--- src/rtl/seq_restoring_divider.sv ---
// Multi-cycle unsigned restoring divider: one quotient bit per clock,
// start/busy/done handshake, divide-by-zero flagged with a one-cycle result.
module seq_restoring_divider #(
  parameter int WIDTH = 4
) (
  input  logic             clk,
  input  logic             rst,
  input  logic             start,
  input  logic [WIDTH-1:0] dividend,
  input  logic [WIDTH-1:0] divisor,
  output logic [WIDTH-1:0] quotient,
  output logic [WIDTH-1:0] remainder,
  output logic             busy,
  output logic             done,
  output logic             div_by_zero
);

  localparam int CW = $clog2(WIDTH + 1);

  typedef enum logic {
    IDLE,
    RUN
  } state_t;

  state_t           state_reg, state_next;
  logic [CW-1:0]    count_reg, count_next;
  logic [WIDTH-1:0] part_reg, part_next;
  logic [WIDTH-1:0] shift_reg, shift_next;
  logic [WIDTH-1:0] divisor_reg, divisor_next;
  logic             dz_pending_reg, dz_pending_next;
  logic [WIDTH-1:0] quotient_reg, quotient_next;
  logic [WIDTH-1:0] remainder_reg, remainder_next;
  logic             busy_reg, busy_next;
  logic             done_reg, done_next;
  logic             dbz_reg, dbz_next;

  logic [WIDTH:0]   r_shift;
  logic [WIDTH:0]   trial;
  logic [WIDTH-1:0] r_step;
  logic [WIDTH-1:0] q_step;

  // The kept partial remainder is always below the divisor, so its top bit
  // is zero between steps and only WIDTH bits need to be stored.
  always_comb begin
    r_shift = {1'b0, part_reg, shift_reg[WIDTH-1]} >> 0;
    r_shift = {part_reg, shift_reg[WIDTH-1]};
    trial   = r_shift - {1'b0, divisor_reg};
    if (!trial[WIDTH]) begin
      r_step = trial[WIDTH-1:0];
      q_step = {shift_reg[WIDTH-2:0], 1'b1};
    end else begin
      r_step = r_shift[WIDTH-1:0];
      q_step = {shift_reg[WIDTH-2:0], 1'b0};
    end
  end

  always_comb begin
    state_next      = state_reg;
    count_next      = count_reg;
    part_next       = part_reg;
    shift_next      = shift_reg;
    divisor_next    = divisor_reg;
    dz_pending_next = dz_pending_reg;
    quotient_next   = quotient_reg;
    remainder_next  = remainder_reg;
    busy_next       = busy_reg;
    done_next       = 1'b0;
    dbz_next        = dbz_reg;

    case (state_reg)
      IDLE: begin
        if (dz_pending_reg) begin
          // Zero divisor: the captured dividend still sits in shift_reg.
          quotient_next   = '1;
          remainder_next  = shift_reg;
          dbz_next        = 1'b1;
          done_next       = 1'b1;
          busy_next       = 1'b0;
          dz_pending_next = 1'b0;
        end else if (start) begin
          busy_next  = 1'b1;
          dbz_next   = 1'b0;
          shift_next = dividend;
          if (divisor != '0) begin
            state_next   = RUN;
            count_next   = CW'(WIDTH);
            part_next    = '0;
            divisor_next = divisor;
          end else begin
            dz_pending_next = 1'b1;
          end
        end
      end

      RUN: begin
        part_next  = r_step;
        shift_next = q_step;
        count_next = count_reg - CW'(1);
        if (count_reg == CW'(1)) begin
          quotient_next  = q_step;
          remainder_next = r_step;
          done_next      = 1'b1;
          dbz_next       = 1'b0;
          busy_next      = 1'b0;
          state_next     = IDLE;
        end
      end

      default: begin
        state_next = IDLE;
        busy_next  = 1'b0;
      end
    endcase
  end

  always_ff @(posedge clk) begin
    if (rst) begin
      state_reg      <= IDLE;
      count_reg      <= '0;
      part_reg       <= '0;
      shift_reg      <= '0;
      divisor_reg    <= '0;
      dz_pending_reg <= 1'b0;
      quotient_reg   <= '0;
      remainder_reg  <= '0;
      busy_reg       <= 1'b0;
      done_reg       <= 1'b0;
      dbz_reg        <= 1'b0;
    end else begin
      state_reg      <= state_next;
      count_reg      <= count_next;
      part_reg       <= part_next;
      shift_reg      <= shift_next;
      divisor_reg    <= divisor_next;
      dz_pending_reg <= dz_pending_next;
      quotient_reg   <= quotient_next;
      remainder_reg  <= remainder_next;
      busy_reg       <= busy_next;
      done_reg       <= done_next;
      dbz_reg        <= dbz_next;
    end
  end

  assign quotient    = quotient_reg;
  assign remainder   = remainder_reg;
  assign busy        = busy_reg;
  assign done        = done_reg;
  assign div_by_zero = dbz_reg;

endmodule

--- config.mk ---
export PLATFORM = sky130hd
export DESIGN_NAME = seq_restoring_divider
export DESIGN_NICKNAME = d
export VERILOG_FILES = /design/src/rtl/seq_restoring_divider.sv
export SDC_FILE = /design/constraint.sdc
export NUM_CORES = 1
export LEC_CHECK = 0
export CAP_MARGIN = 10
export CORE_MARGIN = 2
export CORE_UTILIZATION = 52
export DETAILED_ROUTE_END_ITERATION = 10
export MAX_ROUTING_LAYER = met4
export PLACE_DENSITY_LB_ADDON = 0.15
export SKIP_CTS_REPAIR_TIMING = 1
export SLEW_MARGIN = 30
export SYNTH_ARGS = -nofsm -noshare
export SYNTH_HDL_FRONTEND = slang
export SYNTH_SLANG_ARGS = --single-unit
export TNS_END_PERCENT = 1
--- constraint.sdc ---
create_clock -name clk -period 2.9 [get_ports clk]
set_input_delay 0.725 -clock clk [delete_from_list [all_inputs] [get_ports clk]]
set_output_delay 0.725 -clock clk [all_outputs]
set_load 0.02 [all_outputs]
==> results.json, run 1 <==
{
  "comb_power_share_pct": 22.6,
  "wl_per_cell_um": 12.3,
  "cts_tree": "done",
  "arrival_ns": 2.60,
  "cts_made_buffers": 3,
  "htree_levels": 1,
  "fmax_ghz": 0.425,
  "rsz0062_at_grt": "no",
  "place_hpwl_mm": 1.91,
  "drive_gt1_share_pct": 10.1,
  "gp_congestion": 0.838,
  "synth_cells": 158,
  "insertedDiodeCount": 0,
  "grt_pass1_vias": 973,
  "drv_cap": 0,
  "pwr-share-seq_pct": 53.6,
  "hp-class": "register to register",
  "start_util_pct": 55.1,
  "viasPerCell": 5.33,
  "synth_top_area_cell": "dfxtp_1",
  "drc": 0,
  "clk_latency_ns": 0.33,
  "synth_nets": 176,
  "core_area_um2": 2500,
  "ys_seq_area_share_pct": 40.7,
  "cp.required_ns": 3.15,
  "cp-start-kind": "register",
  "p_sw_uw": 227,
  "power_report.internal_total_uw": 574,
  "finalSetupTns_ns": 0,
  "place_ws_ns": 0.527,
  "final_hold_viol_count": 0,
  "grtUsageTotal_pct": 17.5,
  "worstPathCellList": "inv_1 > ha_1 > fa_1 > nand2b_4 > a21oi_4 > xor2_1 > mux2_2 > a311oi_1",
  "p_sw_share_pct": 28.3,
  "async_flop_share_pct": 0,
  "vias": 1115,
  "fin_skew_ns": 0.00818,
  "synth_seq_cells": 28,
  "synthesis.area_um2": 1380,
  "setup_viol": 0,
  "synth.most_common_cell": "dfxtp_1",
  "place_inst": 205,
  "leakage_uw": 0.000619,
  "area_growth_pct": 20.2,
  "overflow": 0,
  "yosys-top-cells-area": "dfxtp_1 (41%), nor2_1 (7.4%), ha_1 (5.4%)",
  "grt_first_pass_wirelength_mm": 4.31,
  "fin_ws_ns": 0.550,
  "worstSetupPathType": "register to register",
  "ys_types": 34,
  "synth_enable_flop_cells": 0,
  "min_from": "divisor_reg[3]",
  "crit_start": "shift_reg[3]",
  "critPathBufInv": 1,
  "rr_startpoint": "shift_reg[3]",
  "synth_common_cells": "dfxtp_1 (28), nor2_1 (27), a21oi_1 (13), nand2_1 (12), nand2b_1 (10)",
  "root_buffer": "clkbuf_4",
  "io_pins": 22,
  "yosys_most_used_dff": "dfxtp_1",
  "clkSinkCount": 28,
  "wirelength_mm": 2.57,
  "clock_path_buffers": 2,
  "dr.pass1.iters": 4,
  "avgSynthCellArea_um2": 8.72,
  "grt_max_degree": 22,
  "slew_viol_final": 0,
  "cp_top_family": "adder cells",
  "port_buffers": 21,
  "antenna_left": 0,
  "yosysTopAreaCellShare_pct": 40.7,
  "worst_pin_slew_ns": 0.431,
  "fin_crit_ns": 2.35,
  "final_cell_count_no_fill": 209,
  "n_fill_cell": 217,
  "num_rows": 18,
  "ir_drop_uv": 369,
  "clkPwrFrac_pct": 23.8,
  "path_max_fanout": 4,
  "die_height_um": 55.5,
  "final_cell_area_um2": 1660,
  "slowest_delay_ns": 0.40,
  "die_x_um": 55.5,
  "slew_headroom_pct": 71.2,
  "antenna_found_initial": 0,
  "nets": 198,
  "placed_cell_area_um2": 1620,
  "end_kind": "register",
  "fp.dieArea_um2": 3080,
  "power_density_nw_per_um2": 484,
  "yosysWarnings": 0,
  "clk_pin_slew_ns": 0.15,
  "timing.final.crit_share_pct": 81.0,
  "crit_path_top_delay_cell": "dfxtp_1",
  "status": "finished, final reports clean",
  "drt_iter0_drc": 20
}
through the flow:
step	utilization [%]	hold WS, ns	total power [µW]
floorplan	-	0.436	566
global placement	64.8	0.446	615
detailed placement	64.8	0.454	620
CTS	66.2	0.473	809
global route	66.2	0.490	844
finish	66.2	0.469	801
worst reg2reg max path: cells and delay by family, from the launching register on:
family / cells / cell delay, ns
compound gates: 2 / 0.39
xor+xnor: 1 / 0.27
fa+ha+maj: 2 / 0.61
buf+inv: 1 / 0.05
flops: 1 / 0.40
mux: 1 / 0.39
simple gates: 1 / 0.17
layout make-up:
cell class | count | area, µm² | share of cell area (%)
multi-input combinational | 113 | 747 | 45.1
inverter | 9 | 33.8 | 2.04
clock buffer | 4 | 36.3 | 2.19
sequential | 28 | 561 | 33.9
tap | 30 | 37.5 | 2.27
timing repair buffer | 25 | 240 | 14.5
logic make-up after synthesis:
logic type | count (synthesis) | synth area share (%)
compound gates | 31 | 16.4
buf+inv | 17 | 5.09
fa+ha+maj | 7 | 6.90
flops | 28 | 40.7
xor+xnor | 2 | 1.82
mux | 7 | 5.63
simple gates | 66 | 23.4
layer usage:
| metal | vias to the layer above | GRT usage [%] | wire length, µm |
|---|---|---|---|
| met5 | - | - | 0 |
| li1 | 580 | - | - |
| met3 | 4 | 2.81 | 77 |
| met4 | 0 | 4.18 | 24 |
| met2 | 25 | 27.9 | 1150 |
| met1 | 506 | 23.5 | 1320 |
placed cells by master, fill, tap and decap left out, types with 3 or more instances in the layout:
cell type and count:
a21oi_1 13, a311oi_1 4, buf_4 4, clkbuf_4 3, clkdlybuf4s50_1 21, dfxtp_1 28, ha_1 6, inv_1 9
mux2i_1 4, nand2_1 12, nand2b_1 10, nor2_1 27, nor2b_1 6, nor3_1 4
worst paths after layout:
path	to	cells after the start	slack (ns)
worst min register to register	divisor_reg[3]	2	0.47
worst max register to register	remainder[0]	8	0.55
worst min-delay path	divisor_reg[3]	2	0.47
worst max-delay path	remainder[0]	8	0.55
power by group through the flow:
stage	Clock (µW)	Sequential, µW	Combinational (µW)
finish	190	430	181
global route	211	433	200
CTS	197	430	182
detailed placement	0	438	182
global placement	0	437	177
floorplan	0	439	128
Note: power is estimated with default switching activity, not from simulation.
==> inputs of run 2 (changes only) <==
- clock period: 2.9 -> 2.4 ns (I/O delays scaled with it)
==> results.json, run 2 (same netlist as run 1, synthesis figures left out) <==
{
  "hp-class": "register to register",
  "port_buffers": 21,
  "fmax_ghz": 0.437,
  "drc": 0,
  "wirelength_mm": 2.79,
  "worst_pin_slew_ns": 0.526,
  "vias": 1163,
  "cts_made_buffers": 3,
  "die_height_um": 55.5,
  "worstPathCellList": "inv_1 > ha_1 > fa_2 > nand2b_4 > a21oi_4 > buf_4 > xnor2_2 > mux2_4 > a311oi_2",
  "final_hold_viol_count": 0,
  "cp-start-kind": "register",
  "start_util_pct": 55.1,
  "end_kind": "register",
  "grt_max_degree": 22,
  "path_max_fanout": 4,
  "clk_pin_slew_ns": 0.15,
  "status": "finished, final reports clean",
  "htree_levels": 1,
  "drv_cap": 0,
  "place_ws_ns": -0.0117,
  "cts_tree": "done",
  "area_growth_pct": 25.2,
  "setup_viol": 0,
  "fin_ws_ns": 0.111,
  "root_buffer": "clkbuf_4",
  "insertedDiodeCount": 0,
  "clkSinkCount": 28,
  "drive_gt1_share_pct": 13.7,
  "timing.final.crit_share_pct": 95.4,
  "clock_path_buffers": 2,
  "wl_per_cell_um": 13.2,
  "clk_latency_ns": 0.34,
  "final_cell_mix": "nor2_1 (27), dfxtp_1 (27), clkdlybuf4s50_1 (21)",
  "die_x_um": 55.5,
  "num_rows": 18,
  "rsz0062_at_grt": "no",
  "ir_drop_uv": 531,
  "leakage_uw": 0.000646,
  "drt_iter0_drc": 24,
  "arrival_ns": 2.55,
  "antenna_found_initial": 0,
  "final_util_pct": 69.0,
  "grt_first_pass_wirelength_mm": 4.64,
  "dr.pass1.iters": 4,
  "total_power_uw": 1070,
  "finalSetupTns_ns": 0,
  "crit_path_top_delay_cell": "dfxtp_2",
  "n_fill_cell": 223,
  "slew_viol_final": 0,
  "grtUsageTotal_pct": 19.5,
  "fin_skew_ns": 0.0104,
  "fin_crit_ns": 2.29,
  "cp.required_ns": 2.66,
  "gp_congestion": 0.864,
  "whs_ns": 0.475,
  "cp_top_family": "adder cells",
  "critPathBufInv": 2,
  "slew_headroom_pct": 64.8,
  "worstSetupPathType": "register to register",
  "nets": 201,
  "io_pins": 22,
  "core_area_um2": 2500,
  "fp.dieArea_um2": 3080,
  "power_density_nw_per_um2": 623,
  "overflow": 0,
  "grt_pass1_vias": 1047,
  "viasPerCell": 5.49,
  "slowest_delay_ns": 0.38,
  "place_hpwl_mm": 2.18,
  "antenna_left": 0
}
[run 2: worst reg2reg max path: cells and delay by family, from the launching register on]
family                     cells  cell delay (ns)
and+or+nand+nor                1             0.17
AOI/OAI and AO/OA              2             0.42
buffers and inverters          2             0.19
adders and majority gates      2             0.58
muxes                          1             0.35
DFF                            1             0.38
xor gates and xnor gates       1             0.15
[run 2: metrics by stage]
stage	instance area (µm²)	instances
after floorplan	1380	158
after global placement	1640	206
after detailed placement	1640	206
after CTS	1690	210
after global routing	1720	212
final	1720	212
[run 2: layout make-up]
cell class / instances / area, µm² / area share [%]
tap: 30 / 37.5 / 2.18
multi-input combinational: 113 / 763 / 44.3
clock buffer: 3 / 22.5 / 1.31
clock inverter: 1 / 30.0 / 1.74
inverter: 9 / 33.8 / 1.96
sequential: 28 / 562 / 32.6
timing repair buffer: 28 / 275 / 16.0
[run 2: power breakdown]
part | switching (µW) | total, µW | internal, µW
Sequential | 26.6 | 520 | 493
Clock | 143 | 312 | 169
Combinational | 120 | 241 | 121
Total | 290 | 1070 | 784
[run 2: path summary, 6_finish.rpt]
path                     to           start  depth (start not counted)  slack, ns
max            remainder[2]    shift_reg[3]                          9       0.11
min          divisor_reg[3]  divisor_reg[3]                          2       0.48
min reg2reg  divisor_reg[3]  divisor_reg[3]                          2       0.48
max reg2reg    remainder[2]    shift_reg[3]                          9       0.11
[run 2: routing by layer]
metal / routed length, µm / up-vias / global-route usage, %
li1: - / 580 / -
met1: 1240 / 544 / 24.0
met2: 1380 / 30 / 31.1
met3: 100 / 9 / 2.58
met4: 70 / 0 / 10.1
met5: 0 / - / -
==> inputs of run 3 (changes only) <==
- CAP_MARGIN: 10 -> 25
==> results of run 3 <==
Same layout as run 2: the final DEF is identical, and so are final timing and power.
